[config.mk]
export PLATFORM = sky130hd
export DESIGN_NAME = pad_bus_dir_ctrl_flat
export DESIGN_NICKNAME = d
export VERILOG_FILES = /design/src/rtl/pad_bus_dir_ctrl_if.sv /design/src/rtl/pad_bus_dir_ctrl.sv /design/src/flat_wrapper.sv
export SDC_FILE = /design/constraint.sdc
export NUM_CORES = 1
export LEC_CHECK = 0
export ABC_AREA = 1
export BUFFER_PORTS_ARGS = -buffer_cell sky130_fd_sc_hd__clkbuf_2
export CORE_MARGIN = 4
export CORE_UTILIZATION = 49
export DETAILED_ROUTE_END_ITERATION = 12
export GPL_ROUTABILITY_DRIVEN = 0
export PLACE_DENSITY_LB_ADDON = 0.1
export SLEW_MARGIN = 20
export SYNTH_ARGS = -nofsm -noshare
export SYNTH_HDL_FRONTEND = slang
export SYNTH_SLANG_ARGS = --single-unit
[constraint.sdc]
create_clock -name CLK -period 2.2 [get_ports CLK]
set_clock_uncertainty 0.15 [all_clocks]
set_input_delay 0.44 -clock CLK [delete_from_list [all_inputs] [get_ports CLK]]
set_output_delay 0.44 -clock CLK [all_outputs]
set_load 0.01 [all_outputs]
[src/rtl/pad_bus_dir_ctrl_if.sv]
// pad_bus_dir_ctrl_if: requester and pad-ring signals
// of the half-duplex pad bus controller
interface pad_bus_dir_ctrl_if #(
  parameter int WIDTH = 8
);
  logic             WR_VALID;
  logic [WIDTH-1:0] WR_DATA;
  logic             WR_READY;
  logic             RD_REQ;
  logic             RD_READY;
  logic             RD_VALID;
  logic [WIDTH-1:0] RD_DATA;
  logic [WIDTH-1:0] PAD_O;
  logic [WIDTH-1:0] PAD_NOE;
  logic [WIDTH-1:0] PAD_I;
  logic             BUSY;

  modport master (
    output WR_VALID, WR_DATA, RD_REQ, PAD_I,
    input  WR_READY, RD_READY, RD_VALID, RD_DATA,
    input  PAD_O, PAD_NOE, BUSY
  );

  modport slave (
    input  WR_VALID, WR_DATA, RD_REQ, PAD_I,
    output WR_READY, RD_READY, RD_VALID, RD_DATA,
    output PAD_O, PAD_NOE, BUSY
  );
endinterface

[src/rtl/pad_bus_dir_ctrl.sv]
// pad_bus_dir_ctrl: half-duplex pad bus sequencer
// arbitrates write/read, inserts turnaround dead cycles
module pad_bus_dir_ctrl #(
  parameter int WIDTH         = 8,
  parameter int TURN_CYCLES   = 2,
  parameter int DRIVE_CYCLES  = 1,
  parameter int SAMPLE_CYCLES = 2,
  parameter int PARK_CYCLES   = 4
) (
  input logic               CLK,
  input logic               RESET,
  pad_bus_dir_ctrl_if.slave bus
);

  localparam int MAX_A =
    (TURN_CYCLES > DRIVE_CYCLES) ? TURN_CYCLES : DRIVE_CYCLES;
  localparam int MAX_B =
    (SAMPLE_CYCLES > PARK_CYCLES) ? SAMPLE_CYCLES : PARK_CYCLES;
  localparam int MAX_P = (MAX_A > MAX_B) ? MAX_A : MAX_B;
  localparam int CW = $clog2(MAX_P + 1);

  typedef enum logic [2:0] {
    S_RELEASED,
    S_TA_TX,
    S_DRIVE,
    S_DRV_IDLE,
    S_TA_RX,
    S_SAMPLE
  } state_e;

  state_e           state_q, state_d;
  logic [CW-1:0]    cnt_q, cnt_d;
  logic             last_wr_q, last_wr_d;
  logic [WIDTH-1:0] wdata_q, wdata_d;
  logic             pad_noe_q, pad_noe_d;
  logic [WIDTH-1:0] pad_o_q, pad_o_d;
  logic [WIDTH-1:0] rd_data_q, rd_data_d;
  logic             rd_valid_q, rd_valid_d;
  logic             busy_q, busy_d;

  logic accept;
  logic wr_hs;
  logic rd_hs;
  logic capture;
  logic drive_next;

  // A phase of lim cycles ends in the cycle where cnt == lim-1;
  // lim == 0 ends on the first cycle.
  function automatic logic done(
    input logic [CW-1:0] c,
    input int            lim
  );
    return (int'(c) + 1) >= lim;
  endfunction

  // Grant: write wins unless a read contends and write went last.
  assign accept = !RESET &&
                  ((state_q == S_RELEASED) ||
                   (state_q == S_DRV_IDLE));
  assign wr_hs = accept && bus.WR_VALID &&
                 (!bus.RD_REQ || !last_wr_q);
  assign rd_hs = accept && bus.RD_REQ &&
                 (!bus.WR_VALID || last_wr_q);

  assign bus.WR_READY = wr_hs;
  assign bus.RD_READY = rd_hs;
  assign bus.PAD_NOE  = {WIDTH{pad_noe_q}};
  assign bus.PAD_O    = pad_o_q;
  assign bus.RD_DATA  = rd_data_q;
  assign bus.RD_VALID = rd_valid_q;
  assign bus.BUSY     = busy_q;

  // State, phase counter, grant history and write data.
  always_ff @(posedge CLK) begin
    if (RESET) begin
      state_q   <= S_RELEASED;
      cnt_q     <= '0;
      last_wr_q <= 1'b0;
      wdata_q   <= '0;
    end else begin
      state_q   <= state_d;
      cnt_q     <= cnt_d;
      last_wr_q <= last_wr_d;
      wdata_q   <= wdata_d;
    end
  end

  // Next state: phase sequencing and handshake transitions.
  always_comb begin
    state_d   = state_q;
    cnt_d     = '0;
    last_wr_d = last_wr_q;
    wdata_d   = wdata_q;
    if (wr_hs) begin
      last_wr_d = 1'b1;
      wdata_d   = bus.WR_DATA;
    end
    if (rd_hs) begin
      last_wr_d = 1'b0;
    end
    unique case (state_q)
      S_RELEASED: begin
        if (wr_hs)      state_d = S_TA_TX;
        else if (rd_hs) state_d = S_SAMPLE;
      end
      S_TA_TX: begin
        if (done(cnt_q, TURN_CYCLES)) state_d = S_DRIVE;
        else cnt_d = cnt_q + CW'(1);
      end
      S_DRIVE: begin
        if (done(cnt_q, DRIVE_CYCLES)) state_d = S_DRV_IDLE;
        else cnt_d = cnt_q + CW'(1);
      end
      S_DRV_IDLE: begin
        if (wr_hs)      state_d = S_DRIVE;
        else if (rd_hs) state_d = S_TA_RX;
        else if (done(cnt_q, PARK_CYCLES)) state_d = S_RELEASED;
        else cnt_d = cnt_q + CW'(1);
      end
      S_TA_RX: begin
        if (done(cnt_q, TURN_CYCLES)) state_d = S_SAMPLE;
        else cnt_d = cnt_q + CW'(1);
      end
      S_SAMPLE: begin
        if (done(cnt_q, SAMPLE_CYCLES)) state_d = S_RELEASED;
        else cnt_d = cnt_q + CW'(1);
      end
      default: state_d = S_RELEASED;
    endcase
  end

  // Outputs: pad drive follows the state being entered.
  always_comb begin
    capture    = (state_q == S_SAMPLE) &&
                 done(cnt_q, SAMPLE_CYCLES);
    drive_next = (state_d == S_DRIVE) ||
                 (state_d == S_DRV_IDLE);
    pad_noe_d  = !drive_next;
    pad_o_d    = drive_next ? wdata_d : '0;
    busy_d     = !((state_d == S_RELEASED) ||
                   (state_d == S_DRV_IDLE));
    rd_valid_d = capture;
    rd_data_d  = capture ? bus.PAD_I : rd_data_q;
  end

  // Registered pad and read-side outputs.
  always_ff @(posedge CLK) begin
    if (RESET) begin
      pad_noe_q  <= 1'b1;
      pad_o_q    <= '0;
      rd_data_q  <= '0;
      rd_valid_q <= 1'b0;
      busy_q     <= 1'b0;
    end else begin
      pad_noe_q  <= pad_noe_d;
      pad_o_q    <= pad_o_d;
      rd_data_q  <= rd_data_d;
      rd_valid_q <= rd_valid_d;
      busy_q     <= busy_d;
    end
  end

endmodule

[src/flat_wrapper.sv]
// flat-port wrapper written by rule: the top's interface ports become plain ports
module pad_bus_dir_ctrl_flat 
#(
  parameter int WIDTH         = 8,
  parameter int TURN_CYCLES   = 2,
  parameter int DRIVE_CYCLES  = 1,
  parameter int SAMPLE_CYCLES = 2,
  parameter int PARK_CYCLES   = 4
)
  (CLK, RESET, bus_WR_VALID, bus_WR_DATA, bus_RD_REQ, bus_PAD_I, bus_WR_READY, bus_RD_READY, bus_RD_VALID, bus_RD_DATA, bus_PAD_O, bus_PAD_NOE, bus_BUSY);
  pad_bus_dir_ctrl_if #(.WIDTH(WIDTH)) bus_i ();
  input logic CLK;
  input logic RESET;
  input wire logic [$bits(bus_i.WR_VALID)-1:0] bus_WR_VALID;
  input wire logic [$bits(bus_i.WR_DATA)-1:0] bus_WR_DATA;
  input wire logic [$bits(bus_i.RD_REQ)-1:0] bus_RD_REQ;
  input wire logic [$bits(bus_i.PAD_I)-1:0] bus_PAD_I;
  output wire logic [$bits(bus_i.WR_READY)-1:0] bus_WR_READY;
  output wire logic [$bits(bus_i.RD_READY)-1:0] bus_RD_READY;
  output wire logic [$bits(bus_i.RD_VALID)-1:0] bus_RD_VALID;
  output wire logic [$bits(bus_i.RD_DATA)-1:0] bus_RD_DATA;
  output wire logic [$bits(bus_i.PAD_O)-1:0] bus_PAD_O;
  output wire logic [$bits(bus_i.PAD_NOE)-1:0] bus_PAD_NOE;
  output wire logic [$bits(bus_i.BUSY)-1:0] bus_BUSY;
  assign bus_i.WR_VALID = bus_WR_VALID;
  assign bus_i.WR_DATA = bus_WR_DATA;
  assign bus_i.RD_REQ = bus_RD_REQ;
  assign bus_i.PAD_I = bus_PAD_I;
  assign bus_WR_READY = bus_i.WR_READY;
  assign bus_RD_READY = bus_i.RD_READY;
  assign bus_RD_VALID = bus_i.RD_VALID;
  assign bus_RD_DATA = bus_i.RD_DATA;
  assign bus_PAD_O = bus_i.PAD_O;
  assign bus_PAD_NOE = bus_i.PAD_NOE;
  assign bus_BUSY = bus_i.BUSY;
  pad_bus_dir_ctrl #(.WIDTH(WIDTH), .TURN_CYCLES(TURN_CYCLES), .DRIVE_CYCLES(DRIVE_CYCLES), .SAMPLE_CYCLES(SAMPLE_CYCLES), .PARK_CYCLES(PARK_CYCLES)) u_core (.CLK(CLK), .RESET(RESET), .bus(bus_i));
endmodule
# Yosys cells after proc, flatten, opt, wreduce, memory -nomap -nowiden
# Index checks and enable logic that the tools add are counted.
[word_totals]
latch_bits = 0
regBits = 34
elab_cells = 61
inputBits = 20
mem_bits_ro = 0
ram_bits = 0
out_inout_bits = 28
n_memories = 0
[classes]
reduce_logical = 22
div_mod_pow = 0
n_eq_ne = 7
shift = 0
n_bitwise = 1
order_cmp = 3
muxes = 17
n_mul = 0
add_sub_neg = 2
[ops]
columns = ["operator", "count"]
rows = [
  ["$mux W3", 14],
  ["$ge A32 B2 Y1 const B", 1],
  ["$ge A32 B3 Y1 const B", 1],
  ["$ge A32 B4 Y1 const B", 1],
  ["$pmux W3 S6", 1],
  ["$eq A3 B2 Y1 const B", 4],
  ["$pmux W3 S3", 1],
  ["$mux W8", 1],
  ["$eq A3 B3 Y1 const B", 2],
  ["$logic_and A1 B1 Y1", 6],
  ["$logic_not A1 Y1", 6],
  ["$logic_not A3 Y1", 2],
  ["$logic_or A1 B1 Y1", 5],
  ["$add A3 B1 Y4 const B", 1],
  ["$reduce_or A2 Y1", 2],
  ["$add A3 B1 Y3 const B", 1],
  ["$eq A3 B1 Y1 const B", 1],
  ["$reduce_or A3 Y1", 1],
  ["$not A1 Y1", 1],
]

# Logic depth before layout (Yosys ltp)
# Gate-level depths: netlist of run 1.
[depth]
depth_word = 12
ltp_mapped = 12
depth_no_buf = 12

# Worst setup path before layout of run 1
# Ideal clock, no wire load.
[synth_timing]
kind = "register to register"
startpoint = "register u_core.cnt_q[0]"
endpoint = "register u_core.pad_o_q[0], in the netlist u_core.bus.PAD_O[0]"
stages_incl_launch_ff = 11
t_required_ns = 1.926
setup_ns = 0.124
arrival_ns = 1.475
path_buffers = 0
period_less_slack_ns = 1.749
slack_ns = 0.451
cell_sequence = "dfxtp_1 inv_1 ha_1 nor2_1 nand3_1 nand2_1 nand2_1 nor2_1 nand2_2 inv_2 nor3_2"
[synth_via]
elab_chain_cells = 10
word_cells_on_any_way = 17
cone_classes = "1 x add/sub; 3 x order compare; 2 x eq/ne; 8 x mux; 1 x bitwise; 2 x reduce/logical"
[synth_lines]
columns = ["element", "line", "source"]
rows = [
  ["start: declaration", "pad_bus_dir_ctrl.sv:32", "logic [CW-1:0] cnt_q, cnt_d;"],
  ["start signal: assignment", "pad_bus_dir_ctrl.sv:82", "cnt_q <= cnt_d;"],
  ["$add A3 B1 Y4 (*)", "pad_bus_dir_ctrl.sv:53", "return (int'(c) + 1) >= lim;"],
  ["$ge A32 B4 Y1", "pad_bus_dir_ctrl.sv:53", ""],
  ["$mux W3", "pad_bus_dir_ctrl.sv:117", "else if (done(cnt_q, PARK_CYCLES)) state_d = S_RELEASED;"],
  ["$mux W3", "pad_bus_dir_ctrl.sv:116", "else if (rd_hs) state_d = S_TA_RX;"],
  ["$mux W3", "pad_bus_dir_ctrl.sv:115", "if (wr_hs) state_d = S_DRIVE;"],
  ["$pmux W3 S6 (*)", "pad_bus_dir_ctrl.sv:101", "unique case (state_q)"],
  ["$eq A3 B2 Y1, on equally long branches", "pad_bus_dir_ctrl.sv:136, pad_bus_dir_ctrl.sv:137", ""],
  ["$logic_or A1 B1 Y1 (*)", "pad_bus_dir_ctrl.sv:136", "drive_next = (state_d == S_DRIVE) ||"],
  ["$not A1 Y1 (no line) (*)", "-", ""],
  ["$reduce_or A2 Y1 (no line) (*)", "-", ""],
  ["end signal: assignment", "pad_bus_dir_ctrl.sv:156", "pad_o_q <= pad_o_d;"],
  ["end: declaration", "pad_bus_dir_ctrl.sv:36", "logic [WIDTH-1:0] pad_o_q, pad_o_d;"],
]
# Every way passes the cells marked *; elsewhere a longest branch is shown, timed or not.
# A chain may end at the register's enable or synchronous reset.

# Worst setup path after layout of run 1
[layout_timing]
startpoint = "register u_core.state_q[1]"
endpoint = "output bus_WR_READY"
[layout_via]
elab_chain_cells = 5
word_cells_on_any_way = 6
cone_classes = "1 x eq/ne; 5 x reduce/logical"
[layout_lines]
columns = ["element", "line", "source"]
rows = [
  ["start: declaration", "pad_bus_dir_ctrl.sv:31", "state_e state_q, state_d;"],
  ["start signal: assignment", "pad_bus_dir_ctrl.sv:81", "state_q <= state_d;"],
  ["$eq A3 B2 Y1 / $logic_not A3 Y1 (equally long branches)", "pad_bus_dir_ctrl.sv:59, pad_bus_dir_ctrl.sv:58", ""],
  ["$logic_or A1 B1 Y1 (*)", "pad_bus_dir_ctrl.sv:58", "((state_q == S_RELEASED) ||"],
  ["$logic_and A1 B1 Y1 (*)", "pad_bus_dir_ctrl.sv:57", "assign accept = !RESET &&"],
  ["$logic_and A1 B1 Y1 (*) (2 in a row)", "pad_bus_dir_ctrl.sv:60", "assign wr_hs = accept && bus.WR_VALID &&"],
  ["end: declaration", "flat_wrapper.sv:18", "output wire logic [$bits(bus_i.WR_READY)-1:0] bus_WR_READY;"],
]
# Marked as above.

==> results of run 1 <==
[layout make-up]
class                   count  area [um2]
clock buffers               6        51.3
multi-input cells         117         602
clock inverters             2        60.1
flip-flops and latches     34         681
inverters                  24        90.1
fillers                   254         993
repair buffers             51         265
well taps                  31        38.8
[stage by stage]
step                      power (W)  cells  setup slack, ps
final                       0.00164    265              174
after global routing        0.00174    265             33.0
after CTS                   0.00166    265              174
after detailed placement    0.00106    257              262
after global placement      0.00105    257              357
after floorplan            0.000975    186              451
[where the power goes]
group	internal, W	switching [W]	total [W]
Clock	0.000385	0.000207	0.000592
Sequential	0.000672	0.0000304	0.000702
Combinational	0.000126	0.000218	0.000344
Total	0.00118	0.000456	0.00164
[logic make-up (layout without fill, tap and decap cells)]
family | after synthesis | in the layout
and+or+nand+nor | 90 | 90
AOI/OAI and AO/OA | 22 | 22
other | 1 | 1
muxes | 1 | 1
buffers and inverters | 35 | 83
adders and majority gates | 3 | 3
DFF | 34 | 34
[synth_stat cells]
library cell,instances
buf_4,9
dfxtp_1,34
or2_0,1
nor3_2,7
inv_1,21
conb_1,1
o211ai_1,1
and3b_1,1
mux2i_1,1
inv_2,3
clkbuf_1,2
nand3_1,5
or2_1,1
nand3_2,3
nor3_1,2
o21ai_0,16
o21ai_1,1
nand2_2,2
nand4_2,1
ha_1,3
or2_2,1
a21oi_1,4
nor2_1,45
nand2_1,20
nand4_1,1
[state kept, by name (all words and copies together), names as in the netlist]
signal and flops:
u_core.bus.RD_VALID 1, u_core.state_q 3, u_core.bus.BUSY 1, u_core.pad_noe_q 1, u_core.bus.PAD_O 8, u_core.bus.RD_DATA 8, u_core.last_wr_q 1, u_core.wdata_q 8
u_core.cnt_q 3
[worst min-delay path by stage]
stage	from	endpoint	slack [ps]	cells after the start
final	RESET	u_core.wdata_q[7]	170	2
after global routing	RESET	u_core.bus.RD_VALID	160	2
after CTS	RESET	u_core.wdata_q[7]	160	2
after detailed placement	u_core.bus.RD_DATA[6]	u_core.bus.RD_DATA[6]	330	2
after global placement	u_core.bus.RD_DATA[1]	u_core.bus.RD_DATA[1]	310	2
after floorplan	u_core.wdata_q[7]	u_core.wdata_q[7]	310	2
[worst reg2reg max path: stages, from the launching register on]
cell and delay [ps]:
dfxtp_1 440, inv_1 80, ha_1 300, nor2_1 130, nand3_1 170, nand2_1 90
nand2_1 50, nor2_1 120, nand2_2 80, inv_2 170, nor3_2 60
[cells in the final DEF, fill, tap and decap left out, drive strengths merged]
cell type | Yosys | routed
and3b | 1 | 1
o21ai | 17 | 17
dfxtp | 34 | 34
nand2 | 22 | 22
mux2i | 1 | 1
or2 | 3 | 3
nor2 | 45 | 45
nand3 | 8 | 8
inv | 24 | 24
bufinv | 0 | 2
conb | 1 | 1
nor3 | 9 | 9
clkbuf | 2 | 53
buf | 9 | 4
a21oi | 4 | 4
o211ai | 1 | 1
ha | 3 | 3
nand4 | 2 | 2
[per-layer routing]
layer / track usage / routed length, um / up-vias
li1: - / - / 665
met5: 0 / 0 / -
met3: 0.0811 / 260 / 6
met4: 0.0716 / 49 / 0
met1: 0.177 / 1230 / 596
met2: 0.267 / 1370 / 41
==> out/results.txt, run 1 <==
die area - 0.00389 mm2
maxcap violations - 0
Horiz. Die Dim - 62.4 um
Crit. End Element - output pin
core box area - 0.00278 mm2
post-synthesis compound-gate area fraction - 0.0778
Yosys Warn Count - 0
CP bufs+invs - 2
post-placement cell area - 0.00168 mm2
Worst-Skew Late Latency - 340 ps
CP max FO - 5
ANT cells - 0
Slew Viols, Final - 0
worst setup path class - reg2out
Starting Density - 0.520
first-pass GRT wire length - 5090 um
Peak Freq - 0.494 GHz
sequential fraction of the synthesis area - 0.470
Synth top area share - 0.470
root buffer cell - clkbuf_4
total CTS buffers - 5
CTS clk-pin slew, worst paths - 100 ps
number of iterations in the first detailed-routing pass - 4
xor and xnor area share after synthesis - 0
CP required - 1610 ps
CP startpoint kind - flip-flop
worst min-delay path class - in2reg
total negative slack - 0 ps
row cnt - 19
Util after Layout - 0.643
delay-heaviest family, CP - simple AND/OR/NAND/NOR gates
I/O pin cnt - 48
Crit-path slowest cell - dfxtp_1
mux cell area share after synthesis - 0.00691
worst r2r src - u_core.cnt_q[0]
largest net degree at the start of global routing - 18
Crit path depth - 6
PD cells - 916 mW/mm2
design area - 0.00179 mm2
die height - 62.4 um
CP startpoint - u_core.state_q[1]
Distinct cells, synth - 25
layout cells sized above 1 - 0.325
R2R Path End - u_core.bus.PAD_O[5]
TritonCTS clock tree - yes
port bufs - 47
R2R setup slack - 250 ps
CP Cell Sequence - nor2_1 > nand2_1 > nand2_2 > nand4_2 > inv_1 > clkbuf_2
RSZ-0062 raised after global routing - no
via count - 1308
post-synthesis adder-cell area fraction - 0.0259
simple-gate area share of the yosys netlist - 0.303
CTS Sinks - 34
post-DR vias/cell - 4.94
Data arrival, critical path - 1440 ps
min cycle time layout - 2030 ps
Max rail drop VDD - 0.000746 V
main combinational cell family by area after synthesis - simple AND/OR/NAND/NOR gates
DPL Wire Length - 2290 um
Pleak - 0.935 nW
Syn Nets - 209
Mapped Cells - 186
setup bufs post-CTS - 0
# DRC - 0
cts hold-fix bufs - 0
vias in the first global route - 1199
Hold Slack - 166 ps
Total GRT Usage - 0.164
Syn Std Cell Area - 0.00145 mm2
Avg WL per Cell - 11.0 um
initial antenna violation count - 0
H-tree level count - 2
Fin. Hold Viols - 0
Starting DRT DRC Count - 61
grt total ovfl - 0
CP peak stage delay - 370 ps
final WL - 2910 um
depth of the worst register-to-register path - 10
Resized Gates After CTS - 0
Seq cells post-synth - 34
CP endpoint - bus_WR_READY
Final nets - 256
status - finished, final reports clean
CTS Buffer Depth - 2
syn avg cell area - 7.78 um2
Final Cycle Share - 0.921
Syn-to-layout area delta - 23.5%
Synth area leaders - dfxtp_1, nor2_1, o21ai_0
Setup violations, final - 0
Yosys top cell by area - dfxtp_1
antenna viol nets, final - 0
Power figures use the tool's default switching activity.
==> run 2: changes to the inputs <==
- BUFFER_PORTS_ARGS: -buffer_cell sky130_fd_sc_hd__clkbuf_2 -> -buffer_cell sky130_fd_sc_hd__buf_4
- PLACE_DENSITY_LB_ADDON: 0.1 -> 0.25
==> out/results.txt, run 2 (synthesis results as in run 1) <==
status - finished, final reports clean
Pleak - 0.950 nW
# DRC - 0
PD cells - 814 mW/mm2
Filler cells - 244
CP max FO - 5
Syn-to-layout area delta - 28.8%
worst r2r src - u_core.cnt_q[0]
pre-CTS setup slack - 255 ps
Crit. End Element - output pin
Setup violations, final - 0
Peak Freq - 0.502 GHz
Final nets - 255
Starting DRT DRC Count - 34
setup bufs post-CTS - 0
post-DR vias/cell - 4.80
R2R Path End - u_core.bus.PAD_O[5]
setup ws final - 210 ps
Resized Gates After CTS - 0
Slew Viols, Final - 0
min-delay src - RESET
core box area - 0.00278 mm2
Data arrival, critical path - 1400 ps
cts hold-fix bufs - 0
final WL - 2940 um
initial antenna violation count - 0
largest net degree at the start of global routing - 15
Max rail drop VDD - 0.000601 V
worst min-delay path class - in2reg
via count - 1268
Final Cycle Share - 0.905
Horiz. Die Dim - 62.4 um
I/O pin cnt - 48
min cycle time layout - 1990 ps
die height - 62.4 um
layout cells sized above 1 - 0.322
row cnt - 19
Worst Hold Path Cells - 2
Total GRT Usage - 0.163
port bufs - 47
Worst-Skew Late Latency - 330 ps
RSZ-0062 raised after global routing - no
post-placement cell area - 0.00179 mm2
total power - 0.00152 W
DPL Wire Length - 2300 um
CP Cell Sequence - nor2_1 > nand2_1 > nand2_2 > nand4_2 > inv_1 > buf_4
maxcap violations - 0
Starting Density - 0.520
worst setup path class - reg2out
CTS Sinks - 34
design area - 0.00186 mm2
CTS clk-pin slew, worst paths - 100 ps
depth of the worst register-to-register path - 10
antenna viol nets, final - 0
CP startpoint kind - flip-flop
grt total ovfl - 0
Crit-path slowest cell - dfxtp_1
total negative slack - 0 ps
H-tree level count - 2
vias in the first global route - 1231
total CTS buffers - 5
TritonCTS clock tree - yes
ANT cells - 0
hold path endpoint - u_core.bus.RD_VALID
R2R setup slack - 240 ps
Avg WL per Cell - 11.1 um
most common cell after layout, fill and taps aside - buf_4
CP required - 1610 ps
number of iterations in the first detailed-routing pass - 4
CP peak stage delay - 370 ps
first-pass GRT wire length - 5160 um
root buffer cell - clkbuf_4
die area - 0.00389 mm2
Fin. Hold Viols - 0
CTS Buffer Depth - 2
most frequent cells in the layout - buf_4, nor2_1, dfxtp_1
## run 2: cell types whose count changed in the layout (fill, tap and decap cells not counted)
cell	previous run	this run
clkbuf_2	47	0
clkbuf_8	1	0
bufinv_16	2	1
buf_4	4	50
clkinv_2	0	2
## run 2: worst max-delay path by stage
| stage | startpoint | endpoint | slack (ps) |
|---|---|---|---|
| 3_3_place_gp | u_core.cnt_q[0] | u_core.bus.PAD_O[1] | 320 |
| 5_1_grt | u_core.state_q[1] | bus_WR_READY | 40 |
| 2_1_floorplan | u_core.cnt_q[0] | u_core.bus.PAD_O[0] | 450 |
| 6_report | u_core.state_q[1] | bus_WR_READY | 210 |
| 3_5_place_dp | u_core.cnt_q[0] | u_core.bus.PAD_O[3] | 250 |
| 4_1_cts | u_core.state_q[1] | bus_WR_READY | 180 |
## run 2: layout make-up
type                       instances  area (um2)  share of cell area
sequential                        34         681               0.365
multi-input combinational        117         602               0.323
timing repair buffer              50         375               0.201
inverter                          24        90.1              0.0483
clock inverter                     3        40.0              0.0215
tap                               31        38.8              0.0208
clock buffer                       5        37.5              0.0201
## run 2: worst max-delay path: cells and delay by family, from the launching register on
family | cells | cell delay, ps
AND/OR/NAND/NOR | 4 | 450
flip-flops | 1 | 370
buffers and inverters | 2 | 260
## run 2: power breakdown
group          total, W  internal [W]  switching, W
combinational  0.000374      0.000159      0.000215
sequential     0.000705      0.000672     0.0000333
clock          0.000438      0.000235      0.000203
## run 2: metrics by stage
| stage | hold WS [ps] | util | cells |
|---|---|---|---|
| 2_1_floorplan | 310 | - | 186 |
| 3_3_place_gp | 321 | 0.642 | 256 |
| 3_5_place_dp | 328 | 0.642 | 256 |
| 4_1_cts | 119 | 0.670 | 264 |
| 5_1_grt | 95.0 | 0.670 | 264 |
| 6_report | 141 | 0.670 | 264 |
## run 2: per-layer routing
| layer | routed length, um | share of wire | track usage | up-vias |
|---|---|---|---|---|
| met2 | 1480 | 0.50 | 0.262 | 47 |
| met1 | 1210 | 0.41 | 0.185 | 556 |
| met3 | 241 | 0.082 | 0.0721 | 2 |
| li1 | - | - | - | 663 |
| met5 | 0 | 0 | 0 | - |
| met4 | 10 | 0.0034 | 0.0716 | 0 |
